$ cat src/rtl/tick_timer_scheduler_if.sv
// Request/acknowledge bundle between interval requesters and the tick timer scheduler.
// Channel k length is carried at len[k*LEN_W +: LEN_W].
interface tick_timer_scheduler_if #(
    parameter int unsigned N_CH  = 4,
    parameter int unsigned LEN_W = 16
);
    logic [N_CH-1:0]       req;
    logic [N_CH*LEN_W-1:0] len;
    logic [N_CH-1:0]       ack;
    logic [N_CH-1:0]       busy;
    logic [N_CH-1:0]       expire;

    modport master (output req, len, input ack, busy, expire);
    modport slave  (input req, len, output ack, busy, expire);
endinterface

$ cat src/rtl/tick_timer_scheduler.sv
// One prescaled tick shared by N_CH one-shot interval timers.
// Requests are admitted one per cycle by a round-robin arbiter.
module tick_timer_scheduler #(
    parameter int unsigned PRESCALE = 2500,
    parameter int unsigned CNT_W    = 32,
    parameter int unsigned N_CH     = 4,
    parameter int unsigned LEN_W    = 16
) (
    input  logic                  clock_i,
    input  logic                  reset_i,
    input  logic                  en_i,
    output logic                  tick_o,
    tick_timer_scheduler_if.slave tmr
);
    localparam int unsigned PTR_W = (N_CH > 1) ? $clog2(N_CH) : 1;

    logic [CNT_W-1:0] cnt_q, cnt_d;
    logic             tick_q, tick_d;
    logic [N_CH-1:0]  ack_q, ack_d;
    logic [N_CH-1:0]  busy_q, busy_d;
    logic [N_CH-1:0]  expire_q, expire_d;
    logic [LEN_W-1:0] rem_q [N_CH];
    logic [LEN_W-1:0] rem_d [N_CH];
    logic [PTR_W-1:0] rr_ptr_q, rr_ptr_d;

    logic [N_CH-1:0]  eligible;
    logic             found;
    logic [PTR_W-1:0] grant_idx;
    logic [PTR_W-1:0] scan_idx;
    logic [LEN_W-1:0] grant_len;

    always_comb begin
        cnt_d  = cnt_q;
        tick_d = 1'b0;
        if (en_i) begin
            if (cnt_q == CNT_W'(PRESCALE)) begin
                cnt_d  = '0;
                tick_d = 1'b1;
            end else begin
                cnt_d = cnt_q + 1'b1;
            end
        end
    end

    // Busy channels are masked out, so a channel cannot be re-granted in its expire cycle.
    always_comb begin
        eligible  = tmr.req & ~busy_q;
        found     = 1'b0;
        grant_idx = '0;
        scan_idx  = '0;
        for (int i = 0; i < int'(N_CH); i++) begin
            scan_idx = PTR_W'((int'(rr_ptr_q) + i) % int'(N_CH));
            if (!found && eligible[scan_idx]) begin
                found     = 1'b1;
                grant_idx = scan_idx;
            end
        end
        grant_len = tmr.len[int'(grant_idx)*LEN_W +: LEN_W];
    end

    always_comb begin
        ack_d    = '0;
        expire_d = '0;
        busy_d   = busy_q;
        rem_d    = rem_q;
        rr_ptr_d = rr_ptr_q;
        for (int k = 0; k < int'(N_CH); k++) begin
            if (busy_q[k] && tick_q) begin
                if (rem_q[k] == LEN_W'(1)) begin
                    busy_d[k]   = 1'b0;
                    expire_d[k] = 1'b1;
                    rem_d[k]    = '0;
                end else begin
                    rem_d[k] = rem_q[k] - 1'b1;
                end
            end
        end
        if (found) begin
            ack_d[grant_idx] = 1'b1;
            rr_ptr_d         = PTR_W'((int'(grant_idx) + 1) % int'(N_CH));
            if (grant_len != '0) begin
                busy_d[grant_idx] = 1'b1;
                rem_d[grant_idx]  = grant_len;
            end else begin
                expire_d[grant_idx] = 1'b1;
            end
        end
    end

    always_ff @(posedge clock_i) begin
        if (!reset_i) begin
            cnt_q    <= '0;
            tick_q   <= 1'b0;
            ack_q    <= '0;
            busy_q   <= '0;
            expire_q <= '0;
            rr_ptr_q <= '0;
            for (int k = 0; k < int'(N_CH); k++) begin
                rem_q[k] <= '0;
            end
        end else begin
            cnt_q    <= cnt_d;
            tick_q   <= tick_d;
            ack_q    <= ack_d;
            busy_q   <= busy_d;
            expire_q <= expire_d;
            rr_ptr_q <= rr_ptr_d;
            rem_q    <= rem_d;
        end
    end

    assign tick_o     = tick_q;
    assign tmr.ack    = ack_q;
    assign tmr.busy   = busy_q;
    assign tmr.expire = expire_q;
endmodule

$ cat src/flat_wrapper.sv
// flat-port wrapper written by rule: the top's interface ports become plain ports
module tick_timer_scheduler_flat 
#(
    parameter int unsigned PRESCALE = 2500,
    parameter int unsigned CNT_W    = 32,
    parameter int unsigned N_CH     = 4,
    parameter int unsigned LEN_W    = 16
)
  (clock_i, reset_i, en_i, tick_o, tmr_req, tmr_len, tmr_ack, tmr_busy, tmr_expire);
  tick_timer_scheduler_if #(.N_CH(N_CH), .LEN_W(LEN_W)) tmr_i ();
  input  logic clock_i;
  input  logic reset_i;
  input  logic en_i;
  output logic tick_o;
  input wire logic [$bits(tmr_i.req)-1:0] tmr_req;
  input wire logic [$bits(tmr_i.len)-1:0] tmr_len;
  output wire logic [$bits(tmr_i.ack)-1:0] tmr_ack;
  output wire logic [$bits(tmr_i.busy)-1:0] tmr_busy;
  output wire logic [$bits(tmr_i.expire)-1:0] tmr_expire;
  assign tmr_i.req = tmr_req;
  assign tmr_i.len = tmr_len;
  assign tmr_ack = tmr_i.ack;
  assign tmr_busy = tmr_i.busy;
  assign tmr_expire = tmr_i.expire;
  tick_timer_scheduler #(.PRESCALE(PRESCALE), .CNT_W(CNT_W), .N_CH(N_CH), .LEN_W(LEN_W)) u_core (.clock_i(clock_i), .reset_i(reset_i), .en_i(en_i), .tick_o(tick_o), .tmr(tmr_i));
endmodule
$ cat config.mk
export PLATFORM = sky130hd
export DESIGN_NAME = tick_timer_scheduler_flat
export DESIGN_NICKNAME = d
export VERILOG_FILES = /design/src/rtl/tick_timer_scheduler_if.sv /design/src/rtl/tick_timer_scheduler.sv /design/src/flat_wrapper.sv
export SDC_FILE = /design/constraint.sdc
export NUM_CORES = 1
export LEC_CHECK = 0
export ABC_CLOCK_PERIOD_IN_PS = 7150
export BUFFER_PORTS_ARGS = -buffer_cell sky130_fd_sc_hd__clkbuf_2
export CELL_PAD_IN_SITES_DETAIL_PLACEMENT = 1
export CELL_PAD_IN_SITES_GLOBAL_PLACEMENT = 1
export CORE_MARGIN = 2
export CORE_UTILIZATION = 48
export DETAILED_ROUTE_END_ITERATION = 8
export PLACE_DENSITY_LB_ADDON = 0.1
export SLEW_MARGIN = 10
export SYNTH_ARGS = -nofsm -noshare
export SYNTH_HDL_FRONTEND = slang
export SYNTH_SLANG_ARGS = --single-unit
$ cat constraint.sdc
create_clock -name clock_i -period 7.15 [get_ports clock_i]
set_input_delay 0.3575 -clock clock_i [delete_from_list [all_inputs] [get_ports clock_i]]
set_output_delay 0.3575 -clock clock_i [all_outputs]
set_load 0.02 [all_outputs]
# == After elaboration in Yosys (flattened, before gate mapping) ==
# Cells that the tools add are included.
# op_classes
n_shift,1
n_bitwise,5
n_lt_le_gt_ge,8
eq_ne,5
add_sub_neg,9
reduce_logical,15
muxes,53
# ops
operator,n
two-way mux 16 bit,9
two-way mux 64 bit,2
bitwise mux 64 bit,1
"== test 16 x 1 -> 1 bit, second input constant",4
variable part select 64 x 7 -> 16 bit,1
"subtractor 16 x 1 -> 16 bit, second input constant",4
"adder 32 x 1 -> 32 bit, second input constant",1
demux 16 bit (select 2 bit),1
"== test 32 x 12 -> 1 bit, second input constant",1
two-way mux 32 bit,1
two-way mux 1 bit,26
two-way mux 4 bit,4
nonzero test 16 bit,1
"less-than comparator 2 x 3 -> 1 bit, second input constant",5
logical AND 1 bit,9
binary-select mux 1 bit (select 2 bit),4
two-way mux 2 bit,4
OR 4 bit,2
"adder 2 x 1 -> 2 bit, second input constant",2
"adder 2 bit, second input constant",2
bitwise AND 4 bit,1
NOT 4 bit,1
AND reduction 2 bit,2
">= comparator 3 bit, second input constant",1
other kinds (5),7
# word_totals
register_bits,111
input_bits,71
out_inout_bits,13
word_cells,106

# == Longest topological paths before layout ==
# Gate-level depths: netlist (run 1).
# logic_depth
word_depth,22
ltp_mapped,9

# == Least setup slack after synthesis (run 1) ==
# No wires, ideal clock.
# synth_path
path_type,reg-to-reg
startpoint,register u_core.busy_q[1] (netlist: u_core.tmr.busy[1])
endpoint,register u_core.rem_q[58] (netlist name)
setup_ns,0.121
path_slack_ns,4.376
path_buffers,2
arrival_ns,2.653
t_required_ns,7.029
stages_incl_launch_ff,10
path_cell_list,dfxtp_1 nand2b_1 a311oi_1 nor2_1 buf_2 inv_1 ha_1 o21ai_2 buf_4 mux2_2
# synth_between
elab_chain_cells,22
elab_cells_between_ends,35
cone_classes,2 x order compare; 1 x shift; 21 x mux; 3 x bitwise; 8 x reduce/logical
# synth_rtl
item,line_no,rtl
start: declaration,tick_timer_scheduler.sv:20,"logic [N_CH-1:0] busy_q, busy_d;"
start signal: assignment,tick_timer_scheduler.sv:105,busy_q <= busy_d;
NOT 4 bit (*),tick_timer_scheduler.sv:47,eligible = tmr.req & ~busy_q;
bitwise AND 4 bit (*),tick_timer_scheduler.sv:47,
branches (longest 19 deep; another with binary-select mux 1 bit (select 2 bit)),-,
two-way mux 64 bit (*),tick_timer_scheduler.sv:78,if (found) begin
end signal: assignment,tick_timer_scheduler.sv:108,rem_q <= rem_d;
end: declaration,tick_timer_scheduler.sv:22,logic [LEN_W-1:0] rem_q [N_CH];
# Mark *: on every way between the ends. The select of a mux whose other input is x is not followed.
# A chain may end at the register's enable or synchronous reset.

# == Worst setup path after layout (run 1) ==
# layout_path
startpoint,register u_core.busy_q[2] (netlist: u_core.tmr.busy[2])
endpoint,register u_core.rem_q[6] (netlist name)
# Same word-level chain as after synthesis.

==> results of run 1 <==
-- per-layer routing --
metal  track usage  vias to the layer above  share of wire
li1              -                     2811              -
met1         0.337                     2864           0.44
met2         0.484                      138           0.48
met3        0.0495                       27          0.050
met4        0.0908                        0          0.025
met5             0                        -              0
-- power breakdown --
group,leakage (nW),internal (W),switching [W]
Clock,0.156,0.000300,0.000226
Sequential,0.902,0.000779,0.000172
Combinational,1.98,0.000479,0.000689
-- area by class of cell --
cell class | instances | share of cell area
Multi-Input combinational cell | 599 | 0.556
Clock buffer | 13 | 0.0369
Tap cell | 176 | 0.0300
Sequential cell | 111 | 0.303
Inverter | 19 | 0.00973
Clock inverter | 3 | 0.00546
Timing Repair Buffer | 85 | 0.0587
-- sequential cells by signal, summed over array words and instances, names as in the netlist --
register and flops:
u_core.rr_ptr_q 2, u_core.rem_q 64, u_core.tick_o 1, u_core.tmr.busy 4, u_core.tmr.expire 4, u_core.cnt_q 32
u_core.tmr.ack 4
-- metrics by stage --
stage	instances	area, um2	setup WS, ps	hold slack (ps)	util
floorplan	755	6480	4380	479	-
global placement	990	7020	4210	512	0.530
detailed placement	990	7020	4110	532	0.530
CTS	1006	7330	4130	347	0.554
global route	1006	7330	3890	376	0.554
finish	1006	7330	4120	345	0.554
-- cell usage after synthesis (all sizes together) (4+ instances only) --
library cell	count
nand4	16
xor2	34
nand2	58
clkbuf	13
o22ai	13
o22a	6
o31ai	4
o21ai	16
nor2b	5
or4	13
dfxtp	111
buf	13
nand2b	9
mux2	40
mux2i	57
a21oi	15
and3	12
inv	19
nor2	111
ha	14
nand3	22
nor3b	4
nor3	28
and2	5
nor4	34
xnor2	47
or3	8
-- worst max-delay path, stage by stage (launching register included) --
cell and delay [ps]:
dfxtp_1 480, nor2b_1 170, a311oi_1 640, nor2_4 110
buf_4 320, mux2i_1 200, o22ai_1 750, mux2_2 300
-- logic make-up after synthesis --
group / share of synthesized area
simple gates: 0.267
flops: 0.343
mux: 0.157
xor+xnor: 0.109
compound gates: 0.0669
buf+inv: 0.0297
fa+ha+maj: 0.0270
-- final timing paths --
kind,from,end,cells past startpoint
max,u_core.tmr.busy[2],u_core.rem_q[6],7
min reg2reg,u_core.cnt_q[31],u_core.cnt_q[31],2
min,en_i,u_core.cnt_q[1],3
max reg2reg,u_core.tmr.busy[2],u_core.rem_q[6],7
==> results by stage, run 1 <==
Outcome:
- The run finished with clean final reports.

Detailed routing:
- For this run, design rule violations remaining after detail routing come to 0.
- The detail route stage leaves a number of antenna-violating nets equal to 0.
- The number of DRC markers in iteration 0 is approximately 230.
- The total via count in the routed design is a little under 6000.
- The total length of routed wires is ~19000 um.
- In the routed layout, each cell is associated on average with a via count of between 5 and 6.
- The pre-antenna-repair detailed-routing pass consisted of 5 iterations.
- The average routed wire per standard cell is 19.2 um.

Die:
- The effective utilization at floorplan is 0.490.
- The die is about 120 um wide.
- Row generation in the floorplan step produced 42 rows.
- The area of the die is around 0.014 mm2.
- In this run the standard cell core region covers approximately 0.013 mm2.
- From bottom edge to top edge, the die measures around 120 um.
- 84 I/O pins were placed.

CTS:
- The clock tree buffer depth is 2.
- Clock tree synthesis found a total of about 110 sinks.
- The post-CTS repair timing setup buffer count is 0.
- Once the clock tree was built, the resizer swapped 0 gates to a different size.
- The CTS tree is yes.
- The cell at the root of the clock tree is clkbuf_16.
- CTS built an H-tree with a depth of 3.
- The latest clock arrival within the worst-skew pair is 350 ps.
- After clock tree synthesis, the clock-pin slew on the worst setup and hold paths is 70 ps.
- The number of hold buffers added after CTS is 0.
- Buffers inserted during clock tree synthesis total 9.

STA:
- The transition at the pin with the smallest max-transition slack is about 1100 ps.
- The achievable clock frequency is roughly 330 MHz.
- The hold violation total from the final report came to 0.
- The worst pin sits at a relative slew slack of 0.285.
- The clock period minus final worst setup slack is a little over 3000 ps.
- Setup repair after global routing left no endpoint under its margin.
- The max-slew violation count is 0.
- The maximum clock skew at final layout is between 7 and 8 ps.
- The final worst-path cycle share is 0.424.
- Setup total negative slack on the finished layout was measured at 0 ps.
- Setup violations remaining at the end of the flow were counted as 0.

Global route:
- The pin count of the biggest net entering global routing is 33.
- The initial antenna violation count was 0.
- The number of global-route vias before repair is about 6100.
- For this run the aggregate overflow at the end of global routing stands at 0.
- The first global-routing pass estimated between 30000 and 40000 um of wire.
- The overall track demand over capacity in global routing is 0.274.

Synthesis:
- The dominant synthesized flop cell is dfxtp_1.
- The share of synthesized area in the top cell type comes to 0.343.
- The net count after synthesis is between 800 and 900.
- The synthesized design contains 0 enable-type register cells.
- The count of synthesis-stage warnings from yosys is 0.
- The number of unique standard cell types used by synthesis is 52.
- Synthesis produced a netlist whose cell count is roughly 760.
- After synthesis, the cell types taking the most area are dfxtp_1, mux2i_1, nor2_1.
- The proportion of synthesized flip-flops having asynchronous set or reset is 0.
- The number of flip-flops and latches in the synthesized netlist is about 110.
- After synthesis the cells add up to roughly 0.0065 mm2.
- The average cell area after synthesis is about 8.6 um2.
- Of all cell types, the one taking the most synthesized area is dfxtp_1.
- The part of the Yosys area used for sequential elements is 0.343.

Place:
- The count of buffers added on input and output ports is slightly above 80.
- The placed wire-length estimate after detailed placement is about 14000 um.
- Routability-driven placement finished with a final weighted congestion of ~0.87.

Layout:
- The sequential cells in the finished layout cover a total of between 0.002 and 0.0025 mm2.
- The area added between synthesis and finish is 13.1%.
- The most common cell after layout, fill and taps aside is dfxtp_1.
- Of the cells placed in the final design, the portion with a size suffix greater than 1 is 0.176.
- Summing all multi-input logic gate instances after layout gives approximately 0.0041 mm2.
- The repair_antennas step left the layout with diodes totalling 0.
- The library cells used most frequently in the layout, excluding fill and tap cells, are dfxtp_1, nor2_1, clkbuf_2.
- The final layout net count is a little over 900.
- The final-layout fill cell count is about 1700.

Worst setup path:
- The worst setup path is of the flop to flop kind.
- The worst-case register-to-register setup slack is 4120 ps.
- STA puts the critical path data required time at ~7500 ps.
- Data arrives at the worst endpoint at 3330 ps.
- The peak fanout along the critical path is 32.
- The startpoint class of the critical path is a flop.
- The type of element capturing the critical path is a flop.

Power and ir drop:
- The static leakage is 3.03 nW.
- The overall power after layout is about 0.0026 W.
- Across the VDD grid, the largest voltage drop is ~230 uV.
- The total power per unit cell area is approximately 360 mW/mm2.

Flow run:
- The max-capacitance violation count is 0.

Min path:
- The tightest min-delay check is of the primary input to flop type.
(Power assumes the default switching activity.)
==> run 2, diff against run 1 <==
- ABC_CLOCK_PERIOD_IN_PS: 7150 -> 3150
- CORE_UTILIZATION: 48 -> 44
- clock period: 7.15 -> 3.15 ns (I/O delays scaled with it)
==> run 2 against run 1 <==
Effect of this change:
- first-iteration DRC count decreased by 18%
- combinational power grew 140%
- critical path type unchanged
- register-to-register slack got worse by 3700 ps
- flip-flop and latch count stayed put
- sequential power is 130% higher
==> results by stage, run 2 (same netlist as run 1, synthesis figures left out) <==
Place:
- The number of port buffers is 83 (unchanged).
- The minimum setup slack after placement is 411 ps (was 4110 ps).
- The placed wire-length estimate after detailed placement is 15000 um (was 14400 um).
- The final weighted congestion in routability-driven placement is 0.916 (was 0.869).

CTS:
- The cell at the root of the clock tree was clkbuf_16 (unchanged).
- The post-CTS repair timing setup buffer count came to 0 (unchanged).
- The TritonCTS buffer count came to 9 (unchanged).
- The clock tree buffer depth is 2 (unchanged).
- The clock input transition at the sequential cells of the worst setup and hold paths is 80 ps (was 70 ps).
- The clock sink count is 111 (unchanged).
- The deepest level of the CTS H-tree was 3 (unchanged).
- The latest clock arrival within the worst-skew pair is 360 ps (was 350 ps).
- The CTS tree is yes (unchanged).
- The post-cts repair resize count is 0 (unchanged).
- The number of hold buffers added after CTS came to 0 (unchanged).

Die:
- The core box area is 0.0145 mm2 (was 0.0132 mm2).
- The number of primary I/O pins is 84 (unchanged).
- The area of the die is 0.0157 mm2 (was 0.0145 mm2).
- The die outline height came to 125 um (was 120 um).
- The effective utilization at floorplan was 0.448 (was 0.490).
- The row count is 44 (was 42).
- The floorplan die width was 125 um (was 120 um).

Worst setup path:
- The worst reg2reg path endpoint is u_core.rem_q[18] (was u_core.rem_q[6]).
- The worst-case register-to-register setup slack is 370 ps (was 4120 ps).
- The data arrival time of the worst path came to 3050 ps (was 3330 ps).
- The type of the worst setup path is flop to flop (unchanged).
- The required time of the critical path was 3430 ps (was 7450 ps).
- The startpoint of the worst setup timing path is u_core.rr_ptr_q[0] (was u_core.tmr.busy[2]).
- The peak fanout along the critical path is 12 (was 32).
- The source of the worst register-to-register timing path is u_core.rr_ptr_q[0] (was u_core.tmr.busy[2]).
- The number of cell instances on the worst register-to-register path is 7 (unchanged).
- The startpoint class of the critical path is a flop (unchanged).
- The type of element capturing the critical path is a flop (unchanged).

Global route:
- The initial antenna violation count came to 1 (was 0).
- The total overflow reported by the global router was 0 (unchanged).
- The first-pass GRT wire length is 32000 um (was 31200 um).
- The number of global-route vias before repair is 6250 (was 6130).
- The overall track demand over capacity in global routing is 0.254 (was 0.274).
- The pin count of the biggest net entering global routing is 33 (unchanged).

Layout:
- Top library cells by usage in the layout, fill and taps aside: dfxtp_1, nor2_1, clkbuf_2 (unchanged).
- The count of antenna diodes in the layout was 0 (unchanged).
- The fraction of layout cells with a size suffix above 1 is 0.198 (was 0.176).
- The final layout net count came to 932 (was 910).
- The register bank with the most flops is u_core.rem_q (unchanged).
- The final-layout fill cell count is 1742 (was 1668).
- The flip-flop count of the largest register after layout is 64 (unchanged).
- The multi-input logic area is 0.00408 mm2 (unchanged).
- The most common cell after layout, fill and taps aside is dfxtp_1 (unchanged).
- The flip-flop and latch area came to 0.00222 mm2 (unchanged).
- Registers with the most flip-flops: u_core.rem_q: 64 flops, u_core.cnt_q: 32 flops (unchanged).
- The area added between synthesis and finish is 16.5% (was 13.1%).

Min path:
- The worst min-delay path class was primary input to flop (unchanged).
- The worst hold path startpoint was en_i (unchanged).
- The endpoint of the worst hold-timing path is u_core.cnt_q[0] (was u_core.cnt_q[1]).
- The worst hold path depth came to 3 (unchanged).

Detailed routing:
- The via density per instance is 5.65 (was 5.81).
- The DRC violations left was 0 (unchanged).
- The total via count in the routed design is 5855 (was 5840).
- The count of nets left with antenna violations after detail routing is 0 (unchanged).
- The total length of routed wires is 19600 um (was 19300 um).
- The total iterations of the first detailed-routing run is 4 (was 5).
- The number of DRC markers in iteration 0 was 190 (was 232).
- The average routed wire per standard cell is 19.0 um (was 19.2 um).

Outcome:
- Run status: complete, no violations (unchanged).

Power and ir drop:
- The static leakage is 3.16 nW (was 3.03 nW).
- The total power per unit cell area came to 836 mW/mm2 (was 361 mW/mm2).
- The worst supply voltage drop on vdd is 457 uV (was 230 uV).

STA:
- The transition at the pin with the smallest max-transition slack is 640 ps (was 1070 ps).
- The count of final setup violators is 0 (unchanged).
- The final worst-path cycle share is 0.881 (was 0.424).
- The headroom to the max-slew limit is 0.573 (was 0.285).
- The worst setup margin came to 374 ps (was 4120 ps).
- Setup repair after global routing missed its margin: false (unchanged).
- The achievable clock frequency is 360 MHz (was 330 MHz).
- The maximum clock skew at final layout is 8.38 ps (was 7.55 ps).
- The hold violation total from the final report came to 0 (unchanged).
- The clock period minus final worst setup slack is 2780 ps (was 3030 ps).
- The total negative slack for setup checks was 0 ps (unchanged).
- The max-slew violation count is 0 (unchanged).

Flow run:
- The max-capacitance violation count came to 0 (unchanged).
run 2: changes by cell type in the layout (fill, tap and decap cells not counted), sizes merged:
cell and delta:
clkinvlp +1, buf +22, clkbuf -4, inv +1, bufinv +2
run 2: worst max-delay path by stage:
stage,end,slack (ps),cells after the start
after global routing,u_core.rem_q[18],130,7
after floorplan,u_core.rem_q[58],380,9
after global placement,u_core.rem_q[59],520,6
final,u_core.rem_q[18],370,7
after detailed placement,u_core.rem_q[58],410,6
after CTS,u_core.rem_q[59],360,6
run 2: stage by stage:
step,hold slack [ps],instance area [um2],instances,total power (W),util
2_1_floorplan,305,6480,755,0.00404,-
3_3_place_gp,485,7210,1020,0.00484,0.498
3_5_place_dp,488,7210,1020,0.00498,0.498
4_1_cts,116,7550,1036,0.00634,0.522
5_1_grt,166,7550,1036,0.00670,0.522
6_report,130,7550,1036,0.00631,0.522
run 2: layout make-up:
type | count | share of cell area
well taps | 184 | 0.0305
repair buffers | 107 | 0.0805
flip-flops and latches | 111 | 0.294
inverters | 19 | 0.00944
multi-input cells | 599 | 0.540
clock inverters | 7 | 0.0159
clock buffers | 9 | 0.0298
run 2: critical path, stage by stage (launching register included):
cell	delay, ps
dfxtp_1	360
nor3b_1	470
a311oi_1	190
nor3_1	460
nor4b_4	140
o21ai_2	560
buf_4	290
mux2i_1	220
run 2: power breakdown:
part           total (W)  leakage (nW)  internal, W  switching [W]
clock            0.00134         0.166     0.000781       0.000556
combinational    0.00284          2.09      0.00122        0.00162
sequential       0.00214         0.902      0.00177       0.000368
run 2: layer usage:
layer | GRT usage | vias up | share of wire | wire length, um
met5 | 0 | - | 0 | 0
met2 | 0.434 | 123 | 0.47 | 9140
li1 | - | 2858 | - | -
met1 | 0.308 | 2832 | 0.44 | 8710
met4 | 0.120 | 0 | 0.040 | 794
met3 | 0.0509 | 42 | 0.050 | 991
